===== config.mk =====
export PLATFORM = sky130hd
export DESIGN_NAME = ksa_shuffler_gen
export DESIGN_NICKNAME = d
export VERILOG_FILES = /design/src/rtl/ksa_pkg.sv /design/src/rtl/ksa_key_index.sv /design/src/rtl/ksa_shuffler_gen.sv
export SDC_FILE = /design/constraint.sdc
export NUM_CORES = 1
export LEC_CHECK = 0
export BUFFER_PORTS_ARGS = -buffer_cell sky130_fd_sc_hd__buf_2
export CORE_ASPECT_RATIO = 1.25
export CORE_MARGIN = 5
export CORE_UTILIZATION = 56
export CTS_BUF_LIST = sky130_fd_sc_hd__clkbuf_2 sky130_fd_sc_hd__clkbuf_4 sky130_fd_sc_hd__clkbuf_8
export CTS_CLUSTER_DIAMETER = 60
export CTS_CLUSTER_SIZE = 12
export DETAILED_ROUTE_END_ITERATION = 7
export PLACE_DENSITY = 0.82
export RECOVER_POWER = 100
export SKIP_LAST_GASP = 1
export SYNTH_ARGS = -nofsm -noshare
export SYNTH_HDL_FRONTEND = slang
export SYNTH_HIERARCHICAL = 1
export SYNTH_SLANG_ARGS = --single-unit

===== constraint.sdc =====
create_clock -name clk -period 4.1 [get_ports clk]
set_input_delay 0.41 -clock clk [delete_from_list [all_inputs] [get_ports clk]]
set_output_delay 0.41 -clock clk [all_outputs]
set_load 0.1 [all_outputs]

===== src/rtl/ksa_pkg.sv =====
// ksa_pkg -- shared definitions for the KSA shuffler.
//
// Contents:
//   STATE_W     : width of the stateTap debug encoding
//   SWAP_CYCLES : clock cycles spent on each index i of the shuffle
//   ksa_state_t : FSM state enum; the numeric values are the stateTap encoding
package ksa_pkg;

    localparam int STATE_W     = 4;
    localparam int SWAP_CYCLES = 6;

    typedef enum logic [STATE_W-1:0] {
        ST_IDLE    = 4'd0,
        ST_INIT    = 4'd1,
        ST_READ_I  = 4'd2,
        ST_WAIT_I  = 4'd3,
        ST_READ_J  = 4'd4,
        ST_WAIT_J  = 4'd5,
        ST_WRITE_I = 4'd6,
        ST_WRITE_J = 4'd7,
        ST_DONE    = 4'd8
    } ksa_state_t;

endpackage


===== src/rtl/ksa_key_index.sv =====
// ksa_key_index -- latched key storage, wrapping key-byte counter and byte mux.
//
// Ports:
//   clk, reset : clock, synchronous active-high reset
//   load       : latch key/key_len and restart the counter at byte 0
//   advance    : step to the next key byte, wrapping after the last active byte
//   key        : key bytes, byte 0 in the most significant slice
//   key_len    : active length; 0 or above KEY_MAX_LEN means KEY_MAX_LEN
//   key_byte   : current key byte, zero-extended/truncated to IDX_W bits
module ksa_key_index #(
    parameter int KEY_MAX_LEN = 3,
    parameter int RAM_WIDTH   = 8,
    parameter int IDX_W       = 8,
    parameter int LEN_W       = $clog2(KEY_MAX_LEN + 1)
) (
    input  logic                                  clk,
    input  logic                                  reset,
    input  logic                                  load,
    input  logic                                  advance,
    input  logic [KEY_MAX_LEN-1:0][RAM_WIDTH-1:0] key,
    input  logic [LEN_W-1:0]                      key_len,
    output logic [IDX_W-1:0]                      key_byte
);

    import ksa_pkg::*;

    // At least one bit even when only a single key byte exists.
    localparam int KW = (KEY_MAX_LEN > 1) ? $clog2(KEY_MAX_LEN) : 1;

    logic [KEY_MAX_LEN-1:0][RAM_WIDTH-1:0] key_q;
    logic [KW-1:0]                         last_q;
    logic [KW-1:0]                         idx_q;
    logic [KW-1:0]                         eff_last;
    logic [RAM_WIDTH-1:0]                  sel;

    // Last active byte index; out-of-range lengths fall back to the full key.
    always_comb begin
        eff_last = KW'(KEY_MAX_LEN - 1);
        if (key_len != '0 && int'(key_len) <= KEY_MAX_LEN) begin
            eff_last = KW'(int'(key_len) - 1);
        end
    end

    // The counter replaces i mod key_len: it steps once per shuffle index.
    always_ff @(posedge clk) begin
        if (reset) begin
            key_q  <= '0;
            last_q <= '0;
            idx_q  <= '0;
        end else if (load) begin
            key_q  <= key;
            last_q <= eff_last;
            idx_q  <= '0;
        end else if (advance) begin
            idx_q <= (idx_q == last_q) ? '0 : idx_q + KW'(1);
        end
    end

    // Byte 0 lives in the top slice, so byte b is slice KEY_MAX_LEN-1-b.
    always_comb begin
        sel = '0;
        for (int b = 0; b < KEY_MAX_LEN; b++) begin
            if (idx_q == KW'(b)) begin
                sel = key_q[KEY_MAX_LEN-1-b];
            end
        end
        key_byte = IDX_W'(sel);
    end

endmodule


===== src/rtl/ksa_shuffler_gen.sv =====
// ksa_shuffler_gen -- RC4 key-scheduling (KSA) shuffle engine driving an
// external synchronous RAM holding the S-box.
//
// Build option: define KSA_SHUFFLER_INIT_EN to include the INIT phase that
// writes S[i]=i before shuffling; without it the RAM must be preloaded.
//
// Ports:
//   clk, reset    : clock, synchronous active-high reset (wins over start)
//   start         : level request, sampled only in IDLE; key/key_len are
//                   latched on the IDLE->run edge. The engine acknowledges by
//                   raising finished, held until start is seen low.
//   key, key_len  : key bytes (byte 0 most significant slice), active length
//   ram_out       : RAM read data, valid the cycle after address is presented
//   address       : RAM address
//   ram_in        : RAM write data
//   write_enable  : RAM write strobe
//   finished      : high in DONE
//   iTap, jTap    : live i and j indices
//   stateTap      : FSM state encoding (ksa_state_t values)
module ksa_shuffler_gen #(
    parameter int RAM_LENGTH  = 256,
    parameter int RAM_WIDTH   = 8,
    parameter int KEY_MAX_LEN = 3
) (
    input  logic                                  clk,
    input  logic                                  reset,
    input  logic                                  start,
    input  logic [KEY_MAX_LEN-1:0][RAM_WIDTH-1:0] key,
    input  logic [$clog2(KEY_MAX_LEN+1)-1:0]      key_len,
    input  logic [RAM_WIDTH-1:0]                  ram_out,
    output logic [$clog2(RAM_LENGTH)-1:0]         address,
    output logic [RAM_WIDTH-1:0]                  ram_in,
    output logic                                  write_enable,
    output logic                                  finished,
    output logic [$clog2(RAM_LENGTH)-1:0]         iTap,
    output logic [$clog2(RAM_LENGTH)-1:0]         jTap,
    output logic [3:0]                            stateTap
);

    import ksa_pkg::*;

    localparam int AW = $clog2(RAM_LENGTH);
    localparam logic [AW-1:0] I_LAST = AW'(RAM_LENGTH - 1);

    ksa_state_t           state_q, state_d;
    logic [AW-1:0]        i_q, i_d;
    logic [AW-1:0]        j_q, j_d;
    logic [RAM_WIDTH-1:0] si_q, si_d;
    logic [RAM_WIDTH-1:0] sj_q, sj_d;
    logic [AW-1:0]        key_byte;
    logic [AW-1:0]        j_sum;
    logic                 key_load;
    logic                 key_adv;

    ksa_key_index #(
        .KEY_MAX_LEN (KEY_MAX_LEN),
        .RAM_WIDTH   (RAM_WIDTH),
        .IDX_W       (AW)
    ) u_key_index (
        .clk      (clk),
        .reset    (reset),
        .load     (key_load),
        .advance  (key_adv),
        .key      (key),
        .key_len  (key_len),
        .key_byte (key_byte)
    );

    // Index arithmetic wraps naturally at AW bits (RAM_LENGTH is a power of two).
    assign j_sum = j_q + AW'(si_q) + key_byte;

    always_ff @(posedge clk) begin
        if (reset) begin
            state_q <= ST_IDLE;
            i_q     <= '0;
            j_q     <= '0;
            si_q    <= '0;
            sj_q    <= '0;
        end else begin
            state_q <= state_d;
            i_q     <= i_d;
            j_q     <= j_d;
            si_q    <= si_d;
            sj_q    <= sj_d;
        end
    end

    always_comb begin
        state_d      = state_q;
        i_d          = i_q;
        j_d          = j_q;
        si_d         = si_q;
        sj_d         = sj_q;
        address      = '0;
        ram_in       = '0;
        write_enable = 1'b0;
        finished     = 1'b0;
        key_load     = 1'b0;
        key_adv      = 1'b0;
        unique case (state_q)
            ST_IDLE: begin
                if (start) begin
                    key_load = 1'b1;
                    i_d      = '0;
                    j_d      = '0;
`ifdef KSA_SHUFFLER_INIT_EN
                    state_d  = ST_INIT;
`else
                    state_d  = ST_READ_I;
`endif
                end
            end
`ifdef KSA_SHUFFLER_INIT_EN
            ST_INIT: begin
                address      = i_q;
                ram_in       = RAM_WIDTH'(i_q);
                write_enable = 1'b1;
                if (i_q == I_LAST) begin
                    i_d     = '0;
                    state_d = ST_READ_I;
                end else begin
                    i_d = i_q + AW'(1);
                end
            end
`endif
            ST_READ_I: begin
                address = i_q;
                state_d = ST_WAIT_I;
            end
            ST_WAIT_I: begin
                si_d    = ram_out;
                state_d = ST_READ_J;
            end
            ST_READ_J: begin
                // Read S[j_next] straight away; j takes the new value on this edge.
                address = j_sum;
                j_d     = j_sum;
                state_d = ST_WAIT_J;
            end
            ST_WAIT_J: begin
                sj_d    = ram_out;
                state_d = ST_WRITE_I;
            end
            ST_WRITE_I: begin
                address      = i_q;
                ram_in       = sj_q;
                write_enable = 1'b1;
                state_d      = ST_WRITE_J;
            end
            ST_WRITE_J: begin
                // Written second, so when i==j the entry ends up holding si.
                address      = j_q;
                ram_in       = si_q;
                write_enable = 1'b1;
                key_adv      = 1'b1;
                if (i_q == I_LAST) begin
                    state_d = ST_DONE;
                end else begin
                    i_d     = i_q + AW'(1);
                    state_d = ST_READ_I;
                end
            end
            ST_DONE: begin
                finished = 1'b1;
                if (!start) begin
                    state_d = ST_IDLE;
                end
            end
            default: begin
                state_d = ST_IDLE;
            end
        endcase
    end

    assign iTap     = i_q;
    assign jTap     = j_q;
    assign stateTap = state_q;

endmodule


### Word-level counts from Yosys, hierarchy flattened

Cells that the tools add are included.

| cells by class | value |
|---|---|
| add/sub/neg operators | 5 |
| eq/ne operators | 14 |
| mux-type cells | 20 |
| reduce and logical (&&, ||, !) cells | 11 |

Operators by type and width:

| kind | count |
|---|---|
| one-hot mux 8 bit (2 select lines) | 3 |
| two-way mux 8 bit | 5 |
| one-hot mux 4 bit (8 select lines) | 1 |
| one-hot mux 8 bit (3 select lines) | 1 |
| adder 8 bit | 2 |
| == test 4 x 3 -> 1 bit (second input constant) | 4 |
| two-way mux 4 bit | 3 |
| adder 8 x 1 -> 8 bit (second input constant) | 1 |
| == test 4 x 2 -> 1 bit (second input constant) | 2 |
| == test 8 bit (second input constant) | 1 |
| inequality test 2 bit (second input constant) | 3 |
| nonzero test 2 bit | 3 |
| OR reduction 2 bit | 3 |
| two-way mux 1 bit | 5 |
| == test 4 bit (second input constant) | 1 |
| zero test 4 bit | 1 |
| two-way mux 2 bit | 2 |
| AND reduction 2 bit | 2 |
| AND reduction 3 bit | 1 |
| adder 2 x 1 -> 2 bit (second input constant) | 1 |
| == test 2 x 1 -> 1 bit (second input constant) | 1 |
| == test 2 bit | 1 |
| == test 2 bit (second input constant) | 1 |
| zero test 2 bit | 1 |
| subtractor 2 x 1 -> 2 bit (second input constant) | 1 |

| storage, ports and cells | value |
|---|---|
| register bits | 64 |
| output and inout bits | 38 |
| logic and storage cells | 60 |

### Longest topological paths before layout

| depth | value |
|---|---|
| depth in word-level cells | 6 |
| depth in mapped cells | 14 |
| gate-level depth less buffers | 14 |

### By module

The synthesis kept the hierarchy.

Modules (own cells, without submodules):

| module | times used | cells an instance | area each (um^2) |
|---|---|---|---|
| ksa_shuffler_gen | 1 | 236 | 2,011.9 |
| ksa_key_index | 1 | 137 | 1,305.0 |

### Least setup slack after synthesis

Ideal clock, no wire load.

| timing | value |
|---|---|
| path kind | reg2out |
| start point | reg u_key_index.idx_q[1] |
| end point | out address[6] |
| arrival time | 4.693 ns |
| required time | 3.690 ns |
| setup slack | -1.003 ns |
| cell stages (with the launch flop) | 13 |
| path buffers | 0 |
| path through | dfxtp_1 -> inv_1 -> ha_1 -> and3b_2 -> a21oi_1 -> o21ai_0 -> fa_1 -> ha_1 -> a211oi_1 -> o21bai_1 -> a21oi_1 -> xor2_1 -> o21ai_0 |

| on the way | value |
|---|---|
| word-level cells in the longest chain between the ends | 6 |
| elaborated cells on any way between the ends | 8 |
| classes of those cells | 1 x add/sub; 2 x eq/ne; 4 x mux; 1 x reduce/logical |

RTL lines:

| element | line | text |
|---|---|---|
| start: declaration | ksa_key_index.sv:32 | `logic [KW-1:0] idx_q;` |
| start signal: assignment | ksa_key_index.sv:55 | `idx_q <= (idx_q == last_q) ? '0 : idx_q + KW'(1);` |
| zero test 2 bit | ksa_key_index.sv:63 | `if (idx_q == KW'(b)) begin` |
| two-way mux 8 bit (2 in series) | ksa_key_index.sv:63 |  |
| two-way mux 8 bit * | ksa_key_index.sv:63 |  |
| net key_byte[2] | ksa_shuffler_gen.sv:50 | `logic [AW-1:0] key_byte;` |
| adder 8 bit * | ksa_shuffler_gen.sv:70 | `assign j_sum = j_q + AW'(si_q) + key_byte;` |
| one-hot mux 8 bit (3 select lines) * | ksa_shuffler_gen.sv:100 | `unique case (state_q)` |
| end: declaration | ksa_shuffler_gen.sv:31 | `output logic [$clog2(RAM_LENGTH)-1:0] address,` |

Mark *: on every way through the listed nets, which the timed path passes. The rest lies on a longest branch.

### Final worst setup path

| timing | value |
|---|---|
| start point | reg u_key_index.idx_q[1] |
| end point | out address[5] |

The elaborated chain is that of the path after synthesis.

==> results.yml <==
floorplan:
  die_x_um: 78.84
  dieArea_um2: 7572
  core.rowCount: 31
  die_y_um: 96.05
  boundaryPins: 75
  coreArea_um2: 5779
  initial_core_util: 0.5739
setup_path:
  cp_slowest_cell: "fa_1"
  rrSetupSlack_ns: 0.82
  path_common_cell: "ha_4"
  cp.required_ns: 3.69
  start_kind: "register"
  max_stage_delay_ns: 0.56
  cp_data_arrival_time_ns: 3.60
  critPathMaxFanout: 11
  endpoint_kind: "output port"
  worstPathCellList: "inv_4 > ha_4 > buf_6 > and3b_1 > a21oi_2 > o21ai_2 > fa_1 > ha_4 > nor2b_2 > buf_4 > or3_1 > a221oi_2 > a221o_1 > buf_12"
  crit_type: "register to output port"
sta:
  worst_pin_slew_ns: 1.468
  tns_ns: 0
  setup_viol: 0
  finalMaxSlewViolations: 0
  post-route-period-util: 0.9786
  clock_skew_ns: 0.009600
  hold_viol: 0
  max_freq_mhz: 249.2
  min_period_ns: 4.012
  slew_headroom: 0.02117
synth:
  ys.flop_type: "dfxtp_1"
  syn-num-nets: 429
  async_flop_share: 0
  synth_top_area_share: 0.3863
  ys_ff_latch: 64
  synth_seq_area_share: 0.3863
  synth_warnings: 6
  syn_inst: 373
  synthesis.area_um2: 3317
  syn_area_per_cell_um2: 8.893
  synth-edff-count: 0
  yosys.area.top_type: "dfxtp_1"
  synth_area_leaders: "dfxtp_1, mux2i_1, nor2_1"
  ys_types: 48
routing:
  avgViaCountPerCell: 5.654
  drtPass1Iterations: 4
  drt-initial-drc-count: 159
  final_antenna_net_count: 0
  vias: 2912
  routedWlPerCell_um: 16.05
  drc_errors: 0
  wirelength_um: 8267
clock_tree:
  path_clk_slew_ns: 0.07
  cts_tree: "yes"
  clock_latency_ns: 0.34
  holdBufCountCts: 0
  numCtsBuffers: 9
  root_buffer: "clkbuf_8"
  ctsLongestPathBuffers: 2
  cts_sinks: 64
  h-tree-depth: 3
power_and_ir_drop:
  p_leak_nw: 1.626
  powerDensity_nw_per_um2: 344.2
  irDropWorstVdd_uv: 249.8
final_layout:
  diodes: 0
  drive_gt1_frac: 0.1849
  finalNetCount: 502
  final_cell_count_no_fill: 515
  syn_to_final_growth_pct: 18.97
place:
  hpwl_um: 5996
  port_buffers: 74
  place.gp.congestion: 0.8441
  dp.cells: 500
global_routing:
  grt_pass1_wl_um: 13230
  grt_pass1_vias: 2824
  antenna_found_initial: 0
  grt_use_total: 0.2271
  grt_start_max_net_pins: 39
  grt-ovfl-total: 0
outcome:
  status: "completed"
flow_run:
  maxCapViolCount: 0
worst_hold_path:
  hold_class: "input pin to register"
## per-layer routing
| metal | global-route usage | wire (µm) |
|---|---|---|
| met4 | 0.1017 | 187 |
| met5 | 0 | 0 |
| met1 | 0.2797 | 3566 |
| met2 | 0.3746 | 4023 |
| met3 | 0.05993 | 489 |
## cell type report
type / count / area (µm²)
multi-input cells: 281 / 1943
fillers: 489 / 1833
flip-flops and latches: 64 / 1289
repair buffers: 79 / 409.1
clock buffers: 10 / 131.4
well taps: 66 / 82.58
clock inverters: 4 / 47.55
inverters: 11 / 43.79
## synth_stat cells (all sizes together) (2+ instances only)
| library cell | count |
|---|---|
| mux2i | 35 |
| or3 | 2 |
| o21a | 3 |
| and3b | 8 |
| clkbuf | 8 |
| nor2b | 3 |
| nand2 | 43 |
| fa | 8 |
| dfxtp | 64 |
| a211oi | 3 |
| a221o | 3 |
| buf | 9 |
| and2 | 2 |
| xor2 | 5 |
| nand3 | 6 |
| nor2 | 57 |
| o21ai | 14 |
| and3 | 4 |
| a22o | 8 |
| a21oi | 30 |
| a22oi | 6 |
| nor3 | 7 |
| ha | 11 |
| inv | 11 |
| xnor2 | 6 |
## state kept, by name, summed over array words and instances, names as in the netlist
register and count:
jTap 8, u_key_index/idx_q 2, si_q 8, stateTap 4, iTap 8, u_key_index/last_q 2
sj_q 8, u_key_index/key_q 24
## path summary, 6_finish.rpt
| check | startpoint | to | cells after the start |
|---|---|---|---|
| hold / removal | key[12] | u_key_index/key_q[12] | 3 |
| setup reg to reg | stateTap[0] | jTap[3] | 7 |
| setup / recovery | u_key_index/idx_q[1] | address[5] | 14 |
| hold reg to reg | sj_q[6] | sj_q[6] | 2 |
## power by group
group          internal, mW  switching [mW]
Combinational        0.0710           0.114
Clock                 0.278           0.228
Sequential            0.645          0.0214
## what timing repair did
item,4_1_cts,5_1_grt
resized for setup,5,20
endpoints found under the setup margin,3,4
pin swaps,0,4
endpoints found under the hold margin,0,0
buffers inserted,0,1
## cells by family (layout without fill, tap and decap cells)
logic type / after synthesis / in the layout / synth area share
simple gates: 137 / 137 / 0.1897
compound gates: 79 / 79 / 0.1532
flops: 64 / 64 / 0.3863
mux: 35 / 35 / 0.1056
buf+inv: 28 / 104 / 0.04640
fa+ha+maj: 19 / 19 / 0.08978
xor+xnor: 11 / 11 / 0.02904
## critical path, delay by kind of cell (launching register included)
kind / cells / cell delay [ns]
adder cells (fa/ha/maj): 3 / 0.95
buffers and inverters: 4 / 0.53
flip-flops: 1 / 0.37
AND/OR/NAND/NOR: 3 / 0.67
AO/OA/AOI/OAI: 4 / 0.72
## per-stage QoR
stage / worst slack (ns) / hold slack [ns] / cell area (µm²) / utilization / power (mW)
finish: 0.08793 / 0.3063 / 3946 / 0.6828 / 1.358
global route: -0.05166 / 0.2945 / 3946 / 0.6828 / 1.421
CTS: 0.002595 / 0.2920 / 3915 / 0.6774 / 1.369
detailed placement: 0.1701 / 0.4854 / 3721 / 0.6439 / 0.8606
global placement: 0.3308 / 0.4734 / 3721 / 0.6439 / 0.8567
floorplan: 0.1749 / 0.4524 / 3321 / - / 0.8162
## cell usage in the layout, fill, tap and decap left out, types with 2 or more instances in the layout
| master | Yosys | final |
|---|---|---|
| o21ai_0 | 12 | 9 |
| nor2b_1 | 3 | 2 |
| nor2_1 | 57 | 57 |
| xnor2_1 | 6 | 6 |
| nand3_1 | 6 | 6 |
| clkinv_2 | 0 | 2 |
| nor3_1 | 7 | 7 |
| inv_1 | 11 | 9 |
| and3b_2 | 6 | 6 |
| a22oi_1 | 6 | 6 |
| buf_2 | 2 | 40 |
| dfxtp_4 | 0 | 2 |
| and2_1 | 2 | 2 |
| fa_1 | 8 | 7 |
| o21a_1 | 3 | 3 |
| and3_1 | 4 | 4 |
| a21oi_1 | 30 | 29 |
| a221o_1 | 3 | 3 |
| buf_4 | 0 | 3 |
| ha_1 | 11 | 6 |
| a22o_1 | 8 | 8 |
| o21ai_2 | 0 | 2 |
| and3b_1 | 2 | 2 |
| nand2_1 | 43 | 43 |
| ha_4 | 0 | 3 |
| mux2i_1 | 35 | 35 |
| buf_12 | 0 | 2 |
| or3_1 | 2 | 2 |
| ha_2 | 0 | 2 |
| clkbuf_1 | 7 | 32 |
| dfxtp_1 | 64 | 62 |
| o21ai_1 | 2 | 3 |
| xor2_1 | 5 | 5 |
| a211oi_1 | 3 | 3 |
| clkbuf_8 | 0 | 9 |
Power figures use the tool's default switching activity.
